**src/rtl/irq_seq_pkg.sv**
```systemverilog
// irq_seq_pkg: shared state encodings, datapath select codes, MOVS decode
// pattern and control-word helpers for the interrupt sequencer.
package irq_seq_pkg;

    typedef enum logic [4:0] {
        ST_IDLE     = 5'd0,
        ST_FETCH    = 5'd1,
        ST_DECODE   = 5'd2,
        ST_EXEC     = 5'd3,
        ST_MOVS_ALU = 5'd4,
        ST_MOVS_POP = 5'd5,
        ST_MOVS_RET = 5'd6,
        ST_INT_PUSH = 5'd7,
        ST_INT_SAVE = 5'd8,
        ST_INT_VEC  = 5'd9
    } state_t;

    // PC source selects
    localparam logic [3:0] PC_S_SEQ = 4'd0;
    localparam logic [3:0] PC_S_POP = 4'd1;
    localparam logic [3:0] PC_S_VEC = 4'd2;

    // CPSR write source selects
    localparam logic [2:0] W_CPSR_S_SPSR = 3'b000;
    localparam logic [2:0] W_CPSR_S_IRQ  = 3'b010;

    // ALU operation used by the MOVS return path
    localparam logic [3:0] ALU_OP_MOVS = 4'b1000;

    // MOVS PC,... decode pattern: opcode field IR[27:20] and Rd field IR[15:12]
    localparam logic [7:0] MOVS_OPCODE = 8'h1B;
    localparam logic [3:0] MOVS_RD     = 4'hF;

    typedef struct packed {
        logic       write_pc;
        logic       write_ir;
        logic       write_cpsr;
        logic       s;
        logic       sp_in;
        logic       sp_out;
        logic [3:0] pc_s;
        logic [2:0] w_cpsr_s;
        logic [3:0] alu_op;
    } ctrl_t;

    // Width of an interrupt index (at least one bit)
    function automatic int idx_width(input int n);
        return (n > 1) ? $clog2(n) : 1;
    endfunction

    // Width of a priority limit, which must be able to hold n itself
    function automatic int lim_width(input int n);
        return $clog2(n + 1);
    endfunction

    // True when the opcode/Rd fields describe a MOVS into the PC
    function automatic logic is_movs(input logic [7:0] opcode, input logic [3:0] rd);
        return (opcode == MOVS_OPCODE) && (rd == MOVS_RD);
    endfunction

    // Datapath control word asserted while the sequencer sits in a state
    function automatic ctrl_t ctrl_for(input state_t st);
        ctrl_t c;
        c = '0;
        case (st)
            ST_FETCH: begin
                c.write_pc = 1'b1;
                c.pc_s     = PC_S_SEQ;
                c.write_ir = 1'b1;
            end
            ST_MOVS_ALU: begin
                c.alu_op = ALU_OP_MOVS;
                c.s      = 1'b1;
            end
            ST_MOVS_POP: begin
                c.write_cpsr = 1'b1;
                c.w_cpsr_s   = W_CPSR_S_SPSR;
                c.pc_s       = PC_S_POP;
                c.sp_out     = 1'b1;
            end
            ST_MOVS_RET: c.sp_in = 1'b1;
            ST_INT_PUSH: c.sp_in = 1'b1;
            ST_INT_SAVE: begin
                c.write_cpsr = 1'b1;
                c.w_cpsr_s   = W_CPSR_S_IRQ;
            end
            ST_INT_VEC: begin
                c.write_pc = 1'b1;
                c.pc_s     = PC_S_VEC;
            end
            default: ;
        endcase
        return c;
    endfunction

endpackage

```
**src/rtl/irq_prio_enc.sv**
```systemverilog
// irq_prio_enc: fixed-priority request selector (bit 0 highest) with a
// priority ceiling, plus vector address computation for the winner.
module irq_prio_enc
    import irq_seq_pkg::*;
#(
    parameter int          N_IRQ      = 4,
    parameter logic [31:0] VEC_BASE   = 32'h0000_0100,
    parameter int unsigned VEC_STRIDE = 4
) (
    input  logic [N_IRQ-1:0]            req,
    input  logic                        mask,
    input  logic [lim_width(N_IRQ)-1:0] limit,
    output logic                        valid,
    output logic [idx_width(N_IRQ)-1:0] index,
    output logic [31:0]                 vector
);

    localparam int IDX_W = idx_width(N_IRQ);

    // Scan from the lowest priority upward so the lowest admitted index wins
    always_comb begin
        valid = 1'b0;
        index = '0;
        for (int i = N_IRQ - 1; i >= 0; i--) begin
            if (req[i] && !mask && (i < int'(limit))) begin
                valid = 1'b1;
                index = IDX_W'(i);
            end
        end
    end

    // Vector address wraps in 32-bit unsigned arithmetic
    always_comb begin
        vector = VEC_BASE + 32'(index) * VEC_STRIDE;
    end

endmodule

```
**src/rtl/irq_seq_ctrl.sv**
```systemverilog
// irq_seq_ctrl: instruction sequencer with interrupt entry/return handling.
// Optional feature macro IRQ_NEST_EN: when defined, a NEST_DEPTH-deep
// in-service priority stack allows higher-priority requests to preempt an
// ISR; when undefined, a single in-service flag blocks all requests.
module irq_seq_ctrl
    import irq_seq_pkg::*;
#(
    parameter int          N_IRQ      = 4,
    parameter logic [31:0] VEC_BASE   = 32'h0000_0100,
    parameter int unsigned VEC_STRIDE = 4,
    parameter int          NEST_DEPTH = 4
) (
    input  logic             clk,
    input  logic             rst,
    input  logic [31:0]      IR,
    input  logic [N_IRQ-1:0] irq_req,
    input  logic             cpsr_i,
    output logic             Write_PC,
    output logic             Write_IR,
    output logic             Write_CPSR,
    output logic             S,
    output logic             SP_in,
    output logic             SP_out,
    output logic [3:0]       PC_s,
    output logic [2:0]       W_CPSR_s,
    output logic [3:0]       ALU_OP,
    output logic [4:0]       ST,
    output logic [N_IRQ-1:0] irq_ack,
    output logic [31:0]      vec_addr,
    output logic             in_isr
);

    localparam int IDX_W = idx_width(N_IRQ);
    localparam int LIM_W = lim_width(N_IRQ);

    if (NEST_DEPTH < 1) begin : g_bad_depth
        $error("irq_seq_ctrl: NEST_DEPTH must be at least 1");
    end

    state_t           st;
    state_t           st_nxt;
    ctrl_t            ctrl;
    logic             accept;
    logic             pop;
    logic [IDX_W-1:0] win_idx;
    logic [LIM_W-1:0] isr_limit;
    logic             enc_valid;
    logic [IDX_W-1:0] enc_index;
    logic [31:0]      enc_vector;
    logic             unused_ir;

    // Only the opcode and Rd fields matter for sequencing
    assign unused_ir = ^{IR[31:28], IR[19:16], IR[11:0]};

    irq_prio_enc #(
        .N_IRQ      (N_IRQ),
        .VEC_BASE   (VEC_BASE),
        .VEC_STRIDE (VEC_STRIDE)
    ) u_prio_enc (
        .req    (irq_req),
        .mask   (cpsr_i),
        .limit  (isr_limit),
        .valid  (enc_valid),
        .index  (enc_index),
        .vector (enc_vector)
    );

    assign pop = (st == ST_MOVS_POP);

`ifdef IRQ_NEST_EN
    localparam int CNT_W = $clog2(NEST_DEPTH + 1);

    logic [IDX_W-1:0] isr_stack [NEST_DEPTH];
    logic [CNT_W-1:0] isr_cnt;

    // Top of stack (entry 0) caps admissible priority; a full stack admits nothing
    always_comb begin
        if (isr_cnt == '0)
            isr_limit = LIM_W'(N_IRQ);
        else if (isr_cnt == CNT_W'(NEST_DEPTH))
            isr_limit = '0;
        else
            isr_limit = LIM_W'(isr_stack[0]);
    end

    // Shift-register stack: push on acceptance, pop on MOVS return
    always_ff @(posedge clk) begin
        if (rst) begin
            isr_cnt <= '0;
            for (int i = 0; i < NEST_DEPTH; i++) isr_stack[i] <= '0;
        end else if (accept) begin
            for (int i = NEST_DEPTH - 1; i > 0; i--) isr_stack[i] <= isr_stack[i-1];
            isr_stack[0] <= enc_index;
            isr_cnt      <= isr_cnt + 1'b1;
        end else if (pop && (isr_cnt != '0)) begin
            for (int i = 0; i < NEST_DEPTH - 1; i++) isr_stack[i] <= isr_stack[i+1];
            isr_stack[NEST_DEPTH-1] <= '0;
            isr_cnt                 <= isr_cnt - 1'b1;
        end
    end

    assign in_isr = (isr_cnt != '0);
`else
    logic isr_flag;

    // Any interrupt in service blocks all further requests
    always_comb begin
        isr_limit = isr_flag ? '0 : LIM_W'(N_IRQ);
    end

    // Single in-service flag: set on acceptance, cleared on MOVS return
    always_ff @(posedge clk) begin
        if (rst)
            isr_flag <= 1'b0;
        else if (accept)
            isr_flag <= 1'b1;
        else if (pop)
            isr_flag <= 1'b0;
    end

    assign in_isr = isr_flag;
`endif

    // Next-state selection; interrupts are only considered at EXEC and MOVS_RET
    always_comb begin
        st_nxt = ST_FETCH;
        accept = 1'b0;
        case (st)
            ST_IDLE:     st_nxt = ST_FETCH;
            ST_FETCH:    st_nxt = ST_DECODE;
            ST_DECODE:   st_nxt = is_movs(IR[27:20], IR[15:12]) ? ST_MOVS_ALU : ST_EXEC;
            ST_EXEC, ST_MOVS_RET: begin
                if (enc_valid) begin
                    accept = 1'b1;
                    st_nxt = ST_INT_PUSH;
                end
            end
            ST_MOVS_ALU: st_nxt = ST_MOVS_POP;
            ST_MOVS_POP: st_nxt = ST_MOVS_RET;
            ST_INT_PUSH: st_nxt = ST_INT_SAVE;
            ST_INT_SAVE: st_nxt = ST_INT_VEC;
            ST_INT_VEC:  st_nxt = ST_FETCH;
            default:     st_nxt = ST_FETCH;
        endcase
    end

    // State register with control word, vector and acknowledge registered alongside
    always_ff @(posedge clk) begin
        if (rst) begin
            st       <= ST_IDLE;
            ctrl     <= '0;
            win_idx  <= '0;
            vec_addr <= '0;
            irq_ack  <= '0;
        end else begin
            st   <= st_nxt;
            ctrl <= ctrl_for(st_nxt);
            if (accept) begin
                win_idx  <= enc_index;
                vec_addr <= enc_vector;
            end
            irq_ack <= (st_nxt == ST_INT_VEC) ? (N_IRQ'(1) << win_idx) : '0;
        end
    end

    assign ST         = st;
    assign Write_PC   = ctrl.write_pc;
    assign Write_IR   = ctrl.write_ir;
    assign Write_CPSR = ctrl.write_cpsr;
    assign S          = ctrl.s;
    assign SP_in      = ctrl.sp_in;
    assign SP_out     = ctrl.sp_out;
    assign PC_s       = ctrl.pc_s;
    assign W_CPSR_s   = ctrl.w_cpsr_s;
    assign ALU_OP     = ctrl.alu_op;

endmodule

```
**config.mk**
```make
export PLATFORM = sky130hd
export DESIGN_NAME = irq_seq_ctrl
export DESIGN_NICKNAME = d
export VERILOG_FILES = /design/src/rtl/irq_seq_pkg.sv /design/src/rtl/irq_prio_enc.sv /design/src/rtl/irq_seq_ctrl.sv
export SDC_FILE = /design/constraint.sdc
export NUM_CORES = 1
export LEC_CHECK = 0
export ABC_AREA = 1
export CAP_MARGIN = 20
export CELL_PAD_IN_SITES_DETAIL_PLACEMENT = 1
export CELL_PAD_IN_SITES_GLOBAL_PLACEMENT = 2
export CORE_AREA = 2 2 86 88
export CTS_BUF_LIST = sky130_fd_sc_hd__clkbuf_8
export DETAILED_ROUTE_END_ITERATION = 6
export DIE_AREA = 0 0 88 90
export HOLD_SLACK_MARGIN = 0.06
export PLACE_DENSITY_LB_ADDON = 0.1
export SYNTH_ARGS = -nofsm -noshare
export SYNTH_HDL_FRONTEND = slang
export SYNTH_SLANG_ARGS = --single-unit
```
**constraint.sdc**
```tcl
create_clock -name clk -period 2.9 [get_ports clk]
set_input_delay 0.435 -clock clk [delete_from_list [all_inputs] [get_ports clk]]
set_output_delay 0.435 -clock clk [all_outputs]
set_load 0.005 [all_outputs]
```
==> metrics.md <==
| Metric | Value |
|---|---|
| Io pins | `98` |
| Largest delay share family, worst path | `buffers and inverters` |
| Setup ws final | `1.18 ns` |
| Synth Instances | `161` |
| Largest net degree at the start of global routing | `17` |
| Chip Height | `90 um` |
| Synth top area cells | `dfxtp_1 (36%), buf_4 (24%), nor2_1 (9.0%), nand2_1 (7.7%), inv_1 (4.2%)` |
| Hold slack | `0.479 ns` |
| RSZ-0062 raised after global routing | `false` |
| Yosys cell types | `23` |
| Layout overhead on the synthesized area | `35.3%` |
| Final Cell Area | `0.00158 mm2` |
| Row Count | `31` |
| Final min period | `1.72 ns` |
| Drt wl/cell | `8.96 um` |
| Width of the die | `88 um` |
| Slowest stage cell, crit path | `clkdlybuf4s50_1` |
| PortBufs | `40` |
| Startpoint Class | `flop` |
| Placed inst area | `0.00153 mm2` |
| CP cell instances | `clkdlybuf4s50_1` |
| Synthesized cell area | `0.00117 mm2` |
| CTS resizes | `0` |
| Setup Buffers After CTS | `0` |
| CP Data Required Time | `2.47 ns` |
| Critical R2R Capture | `Write_PC` |
| R2R cell count | `5` |
| H-Tree Level Count | `1` |
| Buf/Inv on CP | `1` |
| Via count | `970` |
| Worst r2r src | `ST[2]` |
| Via density | `3.23` |
| Clk root buf | `clkbuf_8` |
| Crit. Startpoint | `ST[2]` |
| Number of global-route vias before repair | `943` |
| Share of cells above drive strength 1 | `9.95%` |
| DP HPWL | `2270 um` |
| Global-route wire length before repair | `4400 um` |
| CTS sink cnt | `21` |
| TritonCTS Buffers | `3` |
| Fin. max-slew vios | `0` |
| Final count of hold timing violations | `0` |
| Final ANT Viol Nets | `0` |
| Layout Skew | `0.00379 ns` |
| Worst VDD drop | `0.157 mV` |
| Setup crit end | `ST[2]` |
| Combined area of the multi-input logic cells | `520 um2` |
| Number of setup violations in the final report | `0` |
| WL final | `2690 um` |
| Initial core utilization | `16.6%` |
| Core area | `0.00702 mm2` |
| Register Area | `420 um2` |
| Max Freq | `0.581 GHz` |
| DRC | `0` |
| Avg Cell Area, Syn | `7.25 um2` |
| Top-area cell type share of the netlist area | `36.0%` |
| Total die area | `0.00792 mm2` |
| Critical path arrival | `1.29 ns` |
| Worst min-delay path class | `reg -> reg` |
| CP Depth | `1` |
| Layout Nets | `241` |
| Leak | `0.691 nW` |
| Total power | `0.723 mW` |
| Placement Setup Slack | `1.01 ns` |
| Number of max-cap violations | `0` |
| DRT iter0 DRCs | `26` |
| Status | `finished, final reports clean` |
| Longest Clk Path Bufs | `2` |
| Final period util | `59.3%` |
| Initial antenna violation count | `0` |
| Worst Path Max Fanout | `5` |
| Reg2Reg Setup Slack | `1.63 ns` |
| Clock transition at the registers of the reported paths | `0.07 ns` |
| GRT Resource Usage Total | `7.07%` |
| PD cells | `458 mW/mm2` |
| N_diodes | `0` |
| Setup TNS | `0 ns` |
| Max incr delay on CP | `0.55 ns` |
| #FFs+latches synth | `21` |
| Seq/Total Area, Yosys | `36.0%` |
| Post-CTS Hold Buffers | `0` |
| Actual slew at the worst max-slew pin | `0.673 ns` |
| Yosys top cell by area | `dfxtp_1` |
| DR pass1 iterations | `4` |
| Yosys warns | `0` |
| GR Overflow Total | `0` |
| Crit. End Element | `output port` |
| CTS tree | `done` |
| # fillers | `864` |
| Rel. slew slack | `55.0%` |
| Critical setup path kind | `reg -> out` |
| RD Place Congestion | `0.753` |
| Clk Latency, worst-skew pair | `0.26 ns` |
-- synth_stat cells (all sizes together) --
master / count
buf: 39
nor2: 30
nand2: 29
dfxtp: 21
inv: 17
nand3: 6
a21oi: 4
o21ai: 4
a31oi: 3
nor3: 3
and2: 1
clkbuf: 1
clkinv: 1
conb: 1
nand4: 1
-- stage by stage --
stage | std cells | utilization, %
after floorplan | 197 | -
after detailed placement | 296 | 21.8
final | 300 | 22.5
after global routing | 300 | 22.5
after global placement | 296 | 21.8
after CTS | 300 | 22.5
-- where the power goes --
part	leakage [nW]	internal (mW)	switching, mW	total [mW]
Clock	0.0255	0.0957	0.0956	0.191
Combinational	0.495	0.0981	0.0966	0.195
Sequential	0.170	0.314	0.0235	0.337
-- worst reg2reg max path: cells and delay by family (launching register included) --
family | cells | cell delay [ns]
flip-flops | 1 | 0.47
AND/OR/NAND/NOR | 5 | 0.72
-- cell families (layout without fill, tap and decap cells) --
logic type / Yosys count / after routing / share of synthesized area [%]
compound gates: 11 / 11 / 5.36
flops: 21 / 21 / 36.0
buf+inv: 58 / 62 / 31.0
simple gates: 70 / 70 / 27.3
other cells: 1 / 37 / 0.321
-- cell usage in the layout (no fill, tap or decap), drive strengths merged, types with 4 or more instances in the layout --
master / count
nand3: 6
conb: 37
dfxtp: 21
inv: 17
clkdlybuf4s50: 40
o21ai: 4
a21oi: 4
nand2: 29
nor2: 30
-- per-layer routing --
layer  global-route usage (%)  share of wire, %
met4                     1.15              0.33
met2                     12.2                48
met3                     2.75               7.7
met5                        0                 0
met1                     8.32                44
-- area by class of cell --
cell class	instances	share of cell area, %
multi-input combinational	118	33.0
sequential	21	26.6
timing repair buffer	40	25.4
tap	99	7.84
inverter	18	4.28
clock buffer	3	2.61
clock inverter	1	0.317
-- worst min path at each step --
stage	start	end	slack (ns)	depth (start not counted)
CTS	vec_addr[8]	vec_addr[8]	0.49	2
finish	vec_addr[8]	vec_addr[8]	0.48	2
floorplan	win_idx[0]	irq_ack[2]	0.45	1
global route	vec_addr[8]	vec_addr[8]	0.52	2
global placement	vec_addr[8]	vec_addr[8]	0.46	2
detailed placement	vec_addr[8]	vec_addr[8]	0.47	2
-- registers in the layout, indices dropped and copies added (netlist names), 2 cells and up --
name	count
ST	4
irq_ack	4
PC_s	2
vec_addr	2
No activity file was read; power rests on OpenSTA's default activity.
